===== config.mk =====
export PLATFORM = sky130hd
export DESIGN_NAME = btb_predictor_flat
export DESIGN_NICKNAME = d
export VERILOG_FILES = /design/src/rtl/btb_predictor_if.sv /design/src/rtl/btb_predictor.sv /design/src/flat_wrapper.sv
export SDC_FILE = /design/constraint.sdc
export NUM_CORES = 1
export LEC_CHECK = 0
export CAP_MARGIN = 10
export CORE_UTILIZATION = 26
export DETAILED_ROUTE_END_ITERATION = 7
export PLACE_DENSITY = 0.42
export SETUP_SLACK_MARGIN = 0.1
export SYNTH_ARGS = -nofsm -noshare
export SYNTH_HDL_FRONTEND = slang
export SYNTH_SLANG_ARGS = --single-unit
export TNS_END_PERCENT = 50

===== constraint.sdc =====
create_clock -name clk -period 4.4 [get_ports clk]
set_input_delay 0.66 -clock clk [delete_from_list [all_inputs] [get_ports clk]]
set_output_delay 0.66 -clock clk [all_outputs]
set_load 0.01 [all_outputs]

===== src/rtl/btb_predictor_if.sv =====
// Fetch-lookup and ID-resolution signals between the pipeline and the branch target buffer.
// No valid/ready pair: a lookup is served every cycle, an update is qualified by upd_valid alone and is always accepted.
interface btb_predictor_if #(
  parameter int WORD_SIZE = 16
);
  logic [WORD_SIZE-1:0] pc;
  logic [WORD_SIZE-1:0] pred_pc;
  logic                 pred_taken;
  logic                 upd_valid;
  logic [WORD_SIZE-1:0] upd_pc;
  logic [WORD_SIZE-1:0] upd_target;
  logic                 upd_taken;
  logic                 upd_mispred;
  logic [WORD_SIZE-1:0] mispred_cnt;
  logic [WORD_SIZE-1:0] upd_cnt;

  modport master (
    output pc, upd_valid, upd_pc, upd_target, upd_taken, upd_mispred,
    input  pred_pc, pred_taken, mispred_cnt, upd_cnt
  );

  modport slave (
    input  pc, upd_valid, upd_pc, upd_target, upd_taken, upd_mispred,
    output pred_pc, pred_taken, mispred_cnt, upd_cnt
  );
endinterface


===== src/rtl/btb_predictor.sv =====
// Direct-mapped branch target buffer with 2-bit counters: combinational lookup,
// single-cycle update, saturating resolution/misprediction counters.
module btb_predictor #(
  parameter int WORD_SIZE = 16,
  parameter int IDX_BITS  = 4
) (
  input  logic             clk,
  input  logic             reset_n,
  btb_predictor_if.slave   bus
);
  localparam int ENTRIES = 1 << IDX_BITS;
  localparam int TAG_W   = WORD_SIZE - IDX_BITS;

  logic [ENTRIES-1:0]   valid_q;
  logic [TAG_W-1:0]     tag_q    [ENTRIES];
  logic [WORD_SIZE-1:0] target_q [ENTRIES];
  logic [1:0]           ctr_q    [ENTRIES];
  logic [WORD_SIZE-1:0] mispred_cnt_q, mispred_cnt_d;
  logic [WORD_SIZE-1:0] upd_cnt_q, upd_cnt_d;

  logic [IDX_BITS-1:0]  lk_idx;
  logic                 lk_hit;
  logic                 lk_taken;

  logic [IDX_BITS-1:0]  up_idx;
  logic [TAG_W-1:0]     up_tag;
  logic                 up_hit;
  logic                 up_we;
  logic [1:0]           up_ctr_d;
  logic [WORD_SIZE-1:0] up_target_d;

  // Lookup sees pre-update contents; reset forces fall-through even with stale entries.
  assign lk_idx   = bus.pc[IDX_BITS-1:0];
  assign lk_hit   = valid_q[lk_idx] && (tag_q[lk_idx] == bus.pc[WORD_SIZE-1:IDX_BITS]);
  assign lk_taken = reset_n && lk_hit && ctr_q[lk_idx][1];

  assign bus.pred_taken  = lk_taken;
  assign bus.pred_pc     = lk_taken ? target_q[lk_idx] : bus.pc + WORD_SIZE'(1);
  assign bus.mispred_cnt = mispred_cnt_q;
  assign bus.upd_cnt     = upd_cnt_q;

  assign up_idx = bus.upd_pc[IDX_BITS-1:0];
  assign up_tag = bus.upd_pc[WORD_SIZE-1:IDX_BITS];
  assign up_hit = valid_q[up_idx] && (tag_q[up_idx] == up_tag);

  always_comb begin
    up_we       = 1'b0;
    up_ctr_d    = ctr_q[up_idx];
    up_target_d = target_q[up_idx];
    if (bus.upd_valid) begin
      if (up_hit) begin
        up_we = 1'b1;
        if (bus.upd_taken) begin
          up_ctr_d    = (ctr_q[up_idx] == 2'b11) ? 2'b11 : ctr_q[up_idx] + 2'b01;
          up_target_d = bus.upd_target;
        end else begin
          up_ctr_d    = (ctr_q[up_idx] == 2'b00) ? 2'b00 : ctr_q[up_idx] - 2'b01;
        end
      end else if (bus.upd_taken) begin
        // Miss on a taken branch evicts whatever lives at this index.
        up_we       = 1'b1;
        up_ctr_d    = 2'b10;
        up_target_d = bus.upd_target;
      end
    end
  end

  always_comb begin
    upd_cnt_d     = upd_cnt_q;
    mispred_cnt_d = mispred_cnt_q;
    if (bus.upd_valid && (upd_cnt_q != '1)) begin
      upd_cnt_d = upd_cnt_q + WORD_SIZE'(1);
    end
    if (bus.upd_valid && bus.upd_mispred && (mispred_cnt_q != '1)) begin
      mispred_cnt_d = mispred_cnt_q + WORD_SIZE'(1);
    end
  end

  always_ff @(posedge clk) begin
    if (!reset_n) begin
      valid_q       <= '0;
      mispred_cnt_q <= '0;
      upd_cnt_q     <= '0;
      for (int i = 0; i < ENTRIES; i++) begin
        ctr_q[i] <= 2'b01;
      end
    end else begin
      mispred_cnt_q <= mispred_cnt_d;
      upd_cnt_q     <= upd_cnt_d;
      if (up_we) begin
        valid_q[up_idx]  <= 1'b1;
        tag_q[up_idx]    <= up_tag;
        target_q[up_idx] <= up_target_d;
        ctr_q[up_idx]    <= up_ctr_d;
      end
    end
  end
endmodule


===== src/flat_wrapper.sv =====
// flat-port wrapper written by rule: the top's interface ports become plain ports
module btb_predictor_flat 
#(
  parameter int WORD_SIZE = 16,
  parameter int IDX_BITS  = 4
)
  (clk, reset_n, bus_pc, bus_upd_valid, bus_upd_pc, bus_upd_target, bus_upd_taken, bus_upd_mispred, bus_pred_pc, bus_pred_taken, bus_mispred_cnt, bus_upd_cnt);
  btb_predictor_if #(.WORD_SIZE(WORD_SIZE)) bus_i ();
  input  logic clk;
  input  logic reset_n;
  input wire logic [$bits(bus_i.pc)-1:0] bus_pc;
  input wire logic [$bits(bus_i.upd_valid)-1:0] bus_upd_valid;
  input wire logic [$bits(bus_i.upd_pc)-1:0] bus_upd_pc;
  input wire logic [$bits(bus_i.upd_target)-1:0] bus_upd_target;
  input wire logic [$bits(bus_i.upd_taken)-1:0] bus_upd_taken;
  input wire logic [$bits(bus_i.upd_mispred)-1:0] bus_upd_mispred;
  output wire logic [$bits(bus_i.pred_pc)-1:0] bus_pred_pc;
  output wire logic [$bits(bus_i.pred_taken)-1:0] bus_pred_taken;
  output wire logic [$bits(bus_i.mispred_cnt)-1:0] bus_mispred_cnt;
  output wire logic [$bits(bus_i.upd_cnt)-1:0] bus_upd_cnt;
  assign bus_i.pc = bus_pc;
  assign bus_i.upd_valid = bus_upd_valid;
  assign bus_i.upd_pc = bus_upd_pc;
  assign bus_i.upd_target = bus_upd_target;
  assign bus_i.upd_taken = bus_upd_taken;
  assign bus_i.upd_mispred = bus_upd_mispred;
  assign bus_pred_pc = bus_i.pred_pc;
  assign bus_pred_taken = bus_i.pred_taken;
  assign bus_mispred_cnt = bus_i.mispred_cnt;
  assign bus_upd_cnt = bus_i.upd_cnt;
  btb_predictor #(.WORD_SIZE(WORD_SIZE), .IDX_BITS(IDX_BITS)) u_core (.clk(clk), .reset_n(reset_n), .bus(bus_i));
endmodule

# ---- Yosys cells after proc, flatten, opt, wreduce, memory -nomap -nowiden
# Memories as Yosys holds them, arrays and structs flattened.
# Cells that the tools add are included.
dict set report classes {
  addsub 5
  mul 0
  n_div 0
  n_lt_le_gt_ge 3
  n_eq_ne 7
  shifts 0
  mux 25
  n_bitwise 1
  reduce_logical 11
}
# cell count
set ops {}
lappend ops {{16-bit by 1-bit adder with 16-bit output (second input constant)} 3}
lappend ops {{16-bit 2-to-1 mux} 3}
lappend ops {{16-bit != test (second input constant)} 2}
lappend ops {{12-bit == test} 2}
lappend ops {{16-bit bitwise OR} 1}
lappend ops {{2-bit 2-to-1 mux} 7}
lappend ops {{1-bit 2-to-1 mux} 11}
lappend ops {{4-bit by 5-bit less-than comparator with 1-bit output (second input constant)} 2}
lappend ops {{1-bit binary-select mux with 4-bit select} 2}
lappend ops {{1-bit logical AND} 8}
lappend ops {{1-bit demux with 4-bit select} 1}
lappend ops {{4-bit by 1-bit >= comparator with 1-bit output (second input constant)} 1}
lappend ops {{4-bit 2-to-1 mux} 1}
lappend ops {{3-bit AND reduction} 1}
lappend ops {{2-bit by 1-bit adder with 2-bit output (second input constant)} 1}
lappend ops {{2-bit == test (second input constant)} 1}
lappend ops {{2-bit logical NOT} 1}
lappend ops {{2-bit != test (second input constant)} 1}
lappend ops {{2-bit OR reduction} 1}
lappend ops {{2-bit by 1-bit subtractor with 2-bit output (second input constant)} 1}
lappend ops {{1-bit != test (second input constant)} 1}
dict set report totals {
  register_bits 48
  latchBits 0
  ram_bits 480
  mem_bits_ro 0
  in_bits 53
  out_inout_bits 49
  elab_cells 58
  n_memories 3
}
# name words word_bits rd rd_ports_with_merged_regs wr line
set memory_table {}
lappend memory_table {u_core.target_q 16 16 1 0 1 btb_predictor.sv:16} ;# logic [WORD_SIZE-1:0] target_q [ENTRIES];
lappend memory_table {u_core.tag_q 16 12 2 0 1 btb_predictor.sv:15} ;# logic [TAG_W-1:0] tag_q [ENTRIES];
lappend memory_table {u_core.ctr_q 16 2 2 0 16 btb_predictor.sv:17} ;# logic [1:0] ctr_q [ENTRIES];

# ---- Longest topological paths before layout
dict set report logic_depth {
  word_depth 10
  ltp_mapped 14
  mapped_depth_nobuf 9
}

# ---- Least setup slack after synthesis
# No wires, ideal clock.
dict set report synth_path {
  kind {input to output}
  start {in bus_pc[1]}
  end {out bus_pred_pc[15]}
  t_arrival_ps 3237
  required_ps 3740
  setup_slack_ps 503
  stages 8
  path_buffers 5
  path_cell_list {buf_2 > buf_1 > clkbuf_1 > clkbuf_1 > clkbuf_1 > mux4_2 > mux4_2 > mux2_2}
}
dict set report synth_between {
  elab_chain_cells 6
  word_cells_on_any_way 11
  cone_classes {add/sub (1); eq/ne (1); mux (3); reduce/logical (3); memory (3)}
}
# item line
set synth_lines {}
lappend synth_lines {{from (decl)} flat_wrapper.sv:11} ;# input wire logic [$bits(bus_i.pc)-1:0] bus_pc;
lappend synth_lines {{memory read 16 x 12 bit or 1-bit binary-select mux with 4-bit select (tied branches)} -}
lappend synth_lines {{12-bit == test or 1-bit 2-to-1 mux (tied branches)} btb_predictor.sv:34} ;# assign lk_hit = valid_q[lk_idx] && (tag_q[lk_idx] == bus.pc[WORD_SIZE-1:IDX_BITS]);
lappend synth_lines {{1-bit logical AND} btb_predictor.sv:34}
lappend synth_lines {{1-bit logical AND (2 in series)} btb_predictor.sv:35} ;# assign lk_taken = reset_n && lk_hit && ctr_q[lk_idx][1];
lappend synth_lines {{16-bit 2-to-1 mux (*)} btb_predictor.sv:38} ;# assign bus.pred_pc = lk_taken ? target_q[lk_idx] : bus.pc + WORD_SIZE'(1);
lappend synth_lines {{to (decl)} flat_wrapper.sv:17} ;# output wire logic [$bits(bus_i.pred_pc)-1:0] bus_pred_pc;
# Every way passes the cells marked *; elsewhere a longest branch is shown, timed or not. The select of a mux whose other input is x is not followed.

# ---- Worst setup path in the final report
dict set report layout_path {
  start {in bus_pc[0]}
  end {out bus_pred_pc[6]}
}
# Same word-level chain as after synthesis.

==> results.md <==
- Status: completed
- Total CTS buffers: 60
- Dpl ws: -0.377 ns
- Post-synth EDFFs: 480
- DIE WIDTH: between 300 and 400 um
- Die Footprint: just over 0.09 mm^2
- Die height: 304 um
- Mux contribution to synthesized area: 0.208
- Count leader, synth: edfxtp_1
- Cells after Synth: approximately 1300
- Storage cell area: 0.0154 mm^2
- Most used DFF post-synth: edfxtp_1
- CTS tree: done
- Initial antenna violation count: 3
- Hold WC Path Type: flip-flop to flip-flop
- I/O Pins: 102
- Layout Cell Area excl Fill: 0.0291 mm^2
- Crit end category: output pin
- Mapped Area: 0.0237 mm^2
- Adder-cell share of the synthesized area: 0.00201
- Total GRT Usage: 0.149
- HPWL after DPL: 45200 um
- Ys Warns: 0
- Crit path kind: input port to output pin
- Fraction of layout cells with a size suffix above 1: 0.320
- RSZ-0062 raised after global routing: yes
- Largest cells by area after synthesis: edfxtp_1 61%, mux4_2 17%, dfxtp_1 4.1%
- Layout fillers: 8664
- Worst Hold Depth: 1
- Maximum vdd drop: 327 uV
- Rel. slew slack: 0.458
- Buffers added on ports: 101
- Fmax: about 230 MHz
- Tmin final: 4.34 ns
- Synth Area in Simple Gates: 0.0598
- Clock Pin Slew Worst Setup and Hold Paths: approximately 0.06 ns
- P_leak: 9.51 nW
- Slew Limit Fails: 0
- Area Overhead vs Synth: 23.1%
- H-tree depth: 2
- DRT Pass-1 Iters: 7
- Post-DP Area: 0.0270 mm^2
- Final net count: 1587
- Clock sinks: 528
- Placer Congestion: between 0.7 and 0.8
- Average cell area after synthesis: 18.0 um^2
- Sequential cell area fraction in the yosys report: 0.649
- Max-cap check violation count: 0
- Power per standard cell area: 390 mW/mm^2
- Clk buf depth: 3
- Max FO, Critical Path: 15
- Yosys top cell by area: edfxtp_1
- DRC: 0
- Crit-path slowest cell: mux4_2
- Compound-Gate Fraction of Synth Area: 0.0376
- Clock Skew: 0.0285 ns
- Slew @ Worst Pin: 0.810 ns
- Largest net degree at the start of global routing: 82
- Worst skew pair latency: 0.64 ns
- Iteration-0 DRC Markers: 935
- Synthesized Nets: 1374
- Final wirelength: 69400 um
- Fin cells: 2757
- Yosys top cell area share: 0.609
- Yosys reg bits: between 500 and 600
- Multi-input logic area: around 0.0079 mm^2
- First-pass GRT wire length: 101000 um
- CP cell instances: clkbuf_16, buf_12, buf_4, mux4_2, a222oi_1, buf_4, xnor2_1, nor3_2, nand3_4, buf_8, buf_6, mux2_4, buf_6
- Crit path required time: 3.74 ns
- R2R setup slack: 0.66 ns
- CORE AREA: roughly 0.090 mm^2
- Crit path buffers/inverters: 7
- Worst R2R End: u_core.tag_q[4][10]
- Critical Path Stages: 13
- Final count of hold timing violations: 0
- Placed Cells: 2636
- Main combinational cell family by area after synthesis: multiplexers
- WL/cell: 25.2 um
- Critical Path AT: 3.68 ns
- Final setup vio count: 0
- Worst stage delay on the critical path: around 0.5 ns
- Asr flop ratio synth: 0
- Setup crit start: bus_pc[0]
- Vias: 13400
- Synth Area in XOR/XNOR: 0.0218
- Initial Util: 0.263
- Startpoint Class: input port
- FF-to-FF Start: u_core.tag_q[10][11]
- Total grt overflow: 0
- Number of cell rows: 110
- R2R depth: 12
- Vias per cell: 4.85
- Final Core Density: 0.323
- Antenna-violating nets left: 0
- Root Buffer: clkbuf_16
- Yosys cell types: a little over 60
- Vias in the first global route: 14200
- Period utilisation layout: 0.987
- Commonest cells post-synth: 480 x edfxtp_1, 183 x mux4_2, 58 x and2_1
- Delay-heaviest family, CP: buffers and inverters
- Ant diodes: 0
- Fin worst setup slack: approximately 0.055 ns
- Setup crit end: bus_pred_pc[6]
- Hold Buf Count CTS: 0
-- routing by layer --
metal  part of all wire  GRT usage
met1               0.46      0.208
met2               0.48      0.245
met3              0.045     0.0216
met4              0.017     0.0345
met5            0.00048          0
-- through the flow --
step / TNS (ns) / power (mW) / hold WS (ns)
after detailed placement: -7.14 / 6.53 / 0.500
after global placement: -19.71 / 6.52 / 0.492
after global routing: 0 / 11.8 / 0.538
final: 0 / 11.4 / 0.512
after floorplan: 0 / 6.12 / 0.460
after CTS: -0.168 / 11.5 / 0.515
-- report_power, final --
part,switching [mW],leakage (nW),internal (mW)
logic,0.481,3.87,0.410
clock network,2.08,0.949,2.88
registers,0.0191,4.69,5.51
-- layout by cell type (no fill, tap or decap), drive strengths merged, types with 6 or more instances in the layout --
cell             n
mux2i           43
nand3           41
clkinv          29
bufinv           6
edfxtp         480
nand2b           6
nand4           11
clkdlybuf4s50   76
o22ai            6
a21bo           16
a22o            19
dfxtp           48
nand2           40
xor2            16
nor2            54
mux4           183
o21ai           13
clkbuf          78
xnor2           43
nor2b           11
mux2            29
a21boi           6
inv             14
buf            153
and2            58
and3            23
a221oi           6
-- kinds of logic (layout without fill, tap and decap cells) --
family | count (synthesis) | in the layout
xor gates and xnor gates | 59 | 59
buffers and inverters | 96 | 359
DFF | 528 | 528
AOI/OAI and AO/OA | 111 | 111
adders and majority gates | 4 | 4
muxes | 255 | 255
and+or+nand+nor | 265 | 265
-- worst reg2reg max path, cell delays in order, from the launching register on --
cell      delay [ns]
edfxtp_1        0.41
buf_4           0.15
mux4_2          0.46
mux4_2          0.47
xnor2_1         0.17
buf_4           0.16
nand4_1         0.24
nor4_2          0.39
buf_4           0.22
a21o_2          0.15
buf_12          0.17
and2_1          0.23
buf_12          0.20
-- layout make-up --
cell class                 count  area share
clock buffer                  73      0.0535
inverter                      13     0.00176
tap                         1176      0.0505
sequential                   528       0.528
clock inverter                39      0.0135
multi-input combinational    694       0.271
timing repair buffer         234      0.0820
-- how the worst min path moves through the flow --
stage                                startpoint                    end  slack, ns
after floorplan               u_core.valid_q[0]      u_core.valid_q[0]       0.46
after global placement    u_core.bus.upd_cnt[9]  u_core.bus.upd_cnt[9]       0.49
after detailed placement      u_core.valid_q[8]      u_core.valid_q[8]       0.50
after CTS                    u_core.valid_q[10]     u_core.valid_q[10]       0.52
after global routing         u_core.valid_q[12]     u_core.valid_q[12]       0.54
final                         u_core.valid_q[8]      u_core.valid_q[8]       0.51
-- repair_timing --
action                     CTS  global route
pin swaps                    4             4
resized for setup           74            22
buffers inserted            12             0
setup endpoints to repair   17            16
-- state kept, by name, summed over array words and instances (netlist names) --
| name | cells |
|---|---|
| u_core.bus.upd_cnt | 16 |
| u_core.target_q | 256 |
| u_core.tag_q | 192 |
| u_core.ctr_q | 32 |
| u_core.bus.mispred_cnt | 16 |
| u_core.valid_q | 16 |
Power figures use the tool's default switching activity.
